$ cat src/rtl/hazard_ctrl.sv
// rtl/hazard_ctrl.sv - pipeline stall/flush controller with memory wait timeout and perf counters
module hazard_ctrl #(
  parameter int MAX_WAIT = 16,
  parameter int CNT_W    = 32
) (
  input  logic             clk,
  input  logic             reset,
  input  logic             memread_EX,
  input  logic [4:0]       rd_EX,
  input  logic [4:0]       rs1_ID,
  input  logic [4:0]       rs2_ID,
  input  logic             use_rs1_ID,
  input  logic             use_rs2_ID,
  input  logic             br_taken_EX,
  input  logic             j_EX,
  input  logic             dmem_req,
  input  logic             dmem_ready,
  output logic             stall_PC,
  output logic             stall_IF_ID,
  output logic             stall_ID_EX,
  output logic             stall_EX_MEM,
  output logic             stall_MEM_WB,
  output logic             flush_IF_ID,
  output logic             flush_ID_EX,
  output logic             flush_EX_MEM,
  output logic             redirect,
  output logic             halted,
  output logic             mem_timeout,
  output logic [CNT_W-1:0] stall_cnt,
  output logic [CNT_W-1:0] flush_cnt
);

  localparam int WCW = $clog2(MAX_WAIT + 1);

  typedef enum logic [1:0] {S_RUN, S_WAIT, S_HALT} state_t;

  state_t         state, state_nxt;
  logic [WCW-1:0] wait_cnt, wait_cnt_nxt;
  logic           mem_stall, freeze, loaduse, redir;

  assign mem_stall = dmem_req & ~dmem_ready;
  assign freeze    = mem_stall | (state == S_HALT);
  assign loaduse   = memread_EX & (rd_EX != 5'd0) &
                     ((use_rs1_ID & (rs1_ID == rd_EX)) | (use_rs2_ID & (rs2_ID == rd_EX)));
  // A frozen EX branch keeps its redirect pending until the first unfrozen cycle.
  assign redir     = (br_taken_EX | j_EX) & ~freeze;

  always_ff @(posedge clk) begin
    if (reset) begin
      state       <= S_RUN;
      wait_cnt    <= '0;
      halted      <= 1'b0;
      mem_timeout <= 1'b0;
    end else begin
      state    <= state_nxt;
      wait_cnt <= wait_cnt_nxt;
      halted   <= (state_nxt == S_HALT);
      if (state == S_WAIT && state_nxt == S_HALT)
        mem_timeout <= 1'b1;
    end
  end

  always_comb begin
    state_nxt    = state;
    wait_cnt_nxt = wait_cnt;
    stall_PC     = 1'b0;
    stall_IF_ID  = 1'b0;
    stall_ID_EX  = 1'b0;
    stall_EX_MEM = 1'b0;
    stall_MEM_WB = 1'b0;
    flush_IF_ID  = 1'b0;
    flush_ID_EX  = 1'b0;
    flush_EX_MEM = 1'b0;
    redirect     = 1'b0;

    case (state)
      S_RUN: begin
        if (mem_stall) begin
          state_nxt    = S_WAIT;
          wait_cnt_nxt = WCW'(1);
        end
      end
      S_WAIT: begin
        // Ready wins over the timeout when both land on the same cycle.
        if (dmem_ready) begin
          state_nxt    = S_RUN;
          wait_cnt_nxt = '0;
        end else if (wait_cnt == WCW'(MAX_WAIT)) begin
          state_nxt = S_HALT;
        end else begin
          wait_cnt_nxt = wait_cnt + WCW'(1);
        end
      end
      S_HALT: state_nxt = S_HALT;
      default: begin
        state_nxt    = S_RUN;
        wait_cnt_nxt = '0;
      end
    endcase

    if (!reset) begin
      if (freeze) begin
        stall_PC     = 1'b1;
        stall_IF_ID  = 1'b1;
        stall_ID_EX  = 1'b1;
        stall_EX_MEM = 1'b1;
        stall_MEM_WB = 1'b1;
      end else if (redir) begin
        redirect    = 1'b1;
        flush_IF_ID = 1'b1;
        flush_ID_EX = 1'b1;
      end else if (loaduse) begin
        stall_PC    = 1'b1;
        stall_IF_ID = 1'b1;
        flush_ID_EX = 1'b1;
      end
    end
  end

  // Saturating counters; outputs are forced low during reset so nothing counts then.
  always_ff @(posedge clk) begin
    if (reset) begin
      stall_cnt <= '0;
      flush_cnt <= '0;
    end else begin
      if (stall_PC && stall_cnt != '1)
        stall_cnt <= stall_cnt + CNT_W'(1);
      if (redirect && flush_cnt != '1)
        flush_cnt <= flush_cnt + CNT_W'(1);
    end
  end

endmodule

$ cat config.mk
export PLATFORM = sky130hd
export DESIGN_NAME = hazard_ctrl
export DESIGN_NICKNAME = d
export VERILOG_FILES = /design/src/rtl/hazard_ctrl.sv
export SDC_FILE = /design/constraint.sdc
export NUM_CORES = 1
export LEC_CHECK = 0
export ABC_AREA = 1
export BUFFER_PORTS_ARGS = -buffer_cell sky130_fd_sc_hd__clkbuf_2
export CAP_MARGIN = 10
export CELL_PAD_IN_SITES_DETAIL_PLACEMENT = 1
export CELL_PAD_IN_SITES_GLOBAL_PLACEMENT = 1
export CORE_MARGIN = 5
export CORE_UTILIZATION = 38
export CTS_CLUSTER_SIZE = 14
export DETAILED_ROUTE_END_ITERATION = 8
export PLACE_DENSITY = 0.83
export SLEW_MARGIN = 30
export SYNTH_ARGS = -nofsm -noshare
export SYNTH_HDL_FRONTEND = slang
export SYNTH_SLANG_ARGS = --single-unit
$ cat constraint.sdc
create_clock -name clk -period 2.58 [get_ports clk]
set_clock_uncertainty 0.2 [all_clocks]
set_input_delay 0.516 -clock clk [delete_from_list [all_inputs] [get_ports clk]]
set_output_delay 0.516 -clock clk [all_outputs]
set_load 0.05 [all_outputs]
==> After elaboration in Yosys (flattened, before gate mapping) <==
Cells that the tools add are included.
{ "op_classes": {"n_addsub": 3, "eq_ne": 10, "reduce_logical": 6, "mux": 20, "bitwise": 12} }
{ "ops": {"columns": ["cell", "n"], "rows": [
  ["32-bit by 1-bit adder with 32-bit output (second input constant)", 2],
  ["32-bit != test (second input constant)", 2],
  ["5-bit 2-to-1 mux", 3],
  ["5-bit case mux with 3 select lines", 1],
  ["1-bit 2-to-1 mux", 12],
  ["5-bit == test", 2],
  ["1-bit AND", 6],
  ["2-bit 2-to-1 mux", 3],
  ["2-bit case mux with 3 select lines", 1],
  ["5-bit by 1-bit adder with 5-bit output (second input constant)", 1],
  ["5-bit == test (second input constant)", 1],
  ["5-bit nonzero test", 1],
  ["2-bit == test (second input constant)", 2],
  ["1-bit logical AND", 3],
  ["3-bit != test (second input constant)", 1],
  ["1-bit inverter", 3],
  ["1-bit OR", 3],
  ["3-bit AND reduction", 1],
  ["2-bit by 1-bit == test with 1-bit output (second input constant)", 1],
  ["2-bit zero test", 1],
  ["2-bit != test (second input constant)", 1]
]} }
{ "totals": {"out_inout_bits": 75, "wordCells": 57, "register_bits": 73} }

==> Depth between registers and ports, before layout <==
{ "logic_depth": {"ltp_word": 9, "ltp_mapped": 13} }

==> Worst setup path before layout <==
No wires, ideal clock.
{ "synth_timing": {"path_type": "input to output", "startpoint": "in dmem_req", "endpoint": "out stall_PC", "path_buffers": 2, "t_arrival_ns": 2.550, "stages": 9, "path_slack_ns": -0.686, "cell_sequence": "inv_1 or2_1 nand2_1 inv_1 nor2_1 inv_1 nand2_4 buf_2 buf_4"} }
{ "synth_via": {"elab_chain_len": 7} }
{ "synth_lines": {"columns": ["item", "line_no", "source"], "rows": [
  ["from (decl)", "16", "input logic dmem_req,"],
  ["1-bit AND (*)", "41", "assign mem_stall = dmem_req & ~dmem_ready;"],
  ["1-bit OR (*)", "42", "assign freeze = mem_stall | (state == S_HALT);"],
  ["1-bit inverter", "46", "assign redir = (br_taken_EX | j_EX) & ~freeze;"],
  ["1-bit AND", "46", null],
  ["1-bit 2-to-1 mux", null, null],
  ["1-bit 2-to-1 mux (*) (2 in a row)", null, null],
  ["to (decl)", "18", "output logic stall_PC,"]
]} }
Mark *: on every way between the ends. The rest lies on a longest branch, timed or not.

==> Worst setup path in the final report <==
{ "layout_timing": {"startpoint": "reg state[0]", "endpoint": "out redirect"} }
{ "layout_via": {"elab_chain_len": 7} }
{ "layout_lines": {"columns": ["item", "line_no", "source"], "rows": [
  ["from (decl)", "37", "state_t state, state_nxt;"],
  ["from (signal assigned)", "55", "state <= state_nxt;"],
  ["2-bit == test (*)", "42", null],
  ["1-bit OR (*)", "42", null],
  ["1-bit inverter", "46", null],
  ["1-bit AND", "46", null],
  ["1-bit 2-to-1 mux", "108", "end else if (redir) begin"],
  ["1-bit 2-to-1 mux (*)", "102", "if (freeze) begin"],
  ["1-bit 2-to-1 mux (*)", "101", "if (!reset) begin"],
  ["to (decl)", "26", "output logic redirect,"]
]} }
Marked as above.

==> impl_metrics.yaml <==
power:
  power.density_nw_per_um2: 451
  ir_drop_uv: 325
  leakage_nw: 2.43
timing:
  worstMarginPinSlew_ps: 516
  slew_headroom: 0.652
  final_max_slew_viol_count: 0
  setup-tns-final_ps: 0
  period_needed_ps: 2410
  rsz0062_at_grt: "no"
  fmax_mhz: 415
  final-hold-violation-count: 0
  setup_viol: 0
  fin_crit_sh: 0.933
clock_tree:
  cts_num_sinks: 73
  postCtsSetupBuffers: 0
  cts_resized: 0
  postCtsHoldBufs: 0
  cts_buffers: 9
  clock_tree.buffer_depth: 2
  cts_tree: "done"
  root_buffer: "clkbuf_16"
  cts_htree_levels: 3
  path_clk_slew_ps: 60
  clkLatencyLatePin_ps: 340
setup_path:
  path_max_fanout: 5
  path_cells: "inv_2, nand2_1, nand2_1, inv_1, nand2_1, nor2_4, clkbuf_2"
  critPathArrivalTime_ps: 1690
  crit_slowest_cell: "dfxtp_1"
  start_kind: "flop"
  rr_startpoint: "flush_cnt[1]"
  critical_path_cell_count: 7
  path_common_cell: "nand2_1"
  reg2reg_slack_ps: 330
  critPathTopFamily: "simple AND/OR/NAND/NOR gates"
  r2r_end: "flush_cnt[17]"
  max_stage_delay_ps: 370
  crit_required_ps: 1860
  crit_path_end: "redirect"
  reg2regPathDepth: 11
  worstSetupStartpoint: "state[0]"
  path_class: "reg -> out"
  endpoint_kind: "output port"
  crit_buf_inv: 3
routing:
  ant_nets: 0
  dr.pass1.iters: 4
  post_drt_via_cell_ratio: 4.94
  vias: 5207
  routed_wl_mm: 15.3
  drcViolationCount: 0
  route.detailed.wl_per_inst_um: 14.5
  drtIter0Drc: 241
grt:
  grt_pass1_wl_mm: 25.9
  antenna_found_initial: 0
  grt_overflow_total: 0
  grt_usage: 0.215
  grt_max_degree: 36
  grt_pass1_vias: 5472
yosys:
  ys_ff_latch: 73
  yosysUniqueCellTypes: 34
  synth_warnings: 0
  yosysSeqAreaShare: 0.302
  postSynthCellCount: 781
  syn_area_per_cell_sq_um: 6.20
  netlist_area_sq_um: 4840
  synth_nets: 809
floorplan:
  initial_core_util: 0.385
  dieWidth_um: 123
  ios: 99
  fp.dieH_um: 123
  die_area_sq_um: 15100
  coreArea_sq_um: 12600
  rows: 41
finish:
  fillers: 1781
  nets: 904
  drive_gt1_frac: 0.176
  areaGrowthSynthToFinish_pct: 19.3
  most-common-layout-cells: "259 x nand2_1, 96 x clkbuf_2, 94 x nor2_1"
  final_common_cell: "nand2_1"
  antenna_cells: 0
  utilization: 0.459
placed_design:
  hpwl_mm: 12.1
  port_buffers: 97
  place.gp.congestion: 0.848
job:
  maxCapViolations: 0
status:
  status: "complete, no violations"
hold_path:
  hold_path.class: "reg -> reg"
where the power goes:
part / switching, mW / internal (mW)
Sequential: 0.00662 / 1.13
Clock: 0.483 / 0.773
Combinational: 0.150 / 0.0575
Total: 0.640 / 1.97
area by class of cell:
type,count,area [sq um],area share
Clock inverter,3,40.0,0.00693
Clock buffer,13,250,0.0433
Multi-Input combinational cell,597,2890,0.500
Tap cell,172,215,0.0373
Inverter,84,315,0.0546
Timing Repair Buffer,111,606,0.105
Sequential cell,73,1460,0.253
tightest hold or removal path: cells and delay by family (launching register included):
kind	cells	cell delay [ps]
compound gates	1	50
buf+inv	1	50
flops	1	310
cells by family (layout without fill, tap and decap cells):
logic type      after synthesis  in the layout  share of synthesized area
compound gates               74             74                     0.0791
xor+xnor                     33             33                     0.0597
fa+ha+maj                     4              4                     0.0103
other cells                   1              1                   0.000775
flops                        73             73                      0.302
buf+inv                     111            211                      0.103
simple gates                485            485                      0.445
synthesized netlist by cell type, drive strengths merged:
master / count / area [sq um]
a211oi: 2 / 15.0
a21oi: 59 / 295
buf: 21 / 161
clkbuf: 6 / 23.8
conb: 1 / 3.75
dfxtp: 73 / 1460
ha: 4 / 50.1
inv: 84 / 315
nand2: 265 / 1020
nand3: 53 / 283
nand3b: 10 / 75.1
nand4: 15 / 93.8
nor2: 105 / 448
nor3: 33 / 200
nor3b: 3 / 22.5
o211ai: 1 / 12.5
o21ai: 12 / 60.1
or2: 1 / 6.26
xnor2: 7 / 61.3
xor2: 26 / 228
state kept, by name, summed over array words and instances (netlist names):
signal and count:
stall_cnt 32, flush_cnt 32, mem_timeout 1, halted 1, wait_cnt 5, state 2
metal layers:
metal | global-route usage | share of wire
met5 | 0 | 0
met2 | 0.375 | 0.50
met3 | 0.0502 | 0.032
met4 | 0.0693 | 0.017
met1 | 0.259 | 0.45
through the flow:
stage          setup slack (ps)  cells  cell area [sq um]  hold WS, ps  total power, mW
3_5_place_dp                197   1037               5480          249             1.38
2_1_floorplan              38.5    781               4860          272             1.32
3_3_place_gp                229   1037               5480          244             1.37
5_1_grt                    35.3   1053               5770          248             2.70
4_1_cts                     151   1053               5770          246             2.64
6_report                    172   1053               5770          254             2.60
how the worst min path moves through the flow:
stage                 from           end  slack, ps  cells after the start
2_1_floorplan  wait_cnt[1]   wait_cnt[1]        270                      2
5_1_grt              reset  flush_cnt[1]        250                      2
4_1_cts              reset  flush_cnt[1]        250                      2
3_3_place_gp   mem_timeout   mem_timeout        240                      2
6_report       mem_timeout   mem_timeout        250                      2
3_5_place_dp   mem_timeout   mem_timeout        250                      2
Note: power is estimated with default switching activity, not from simulation.
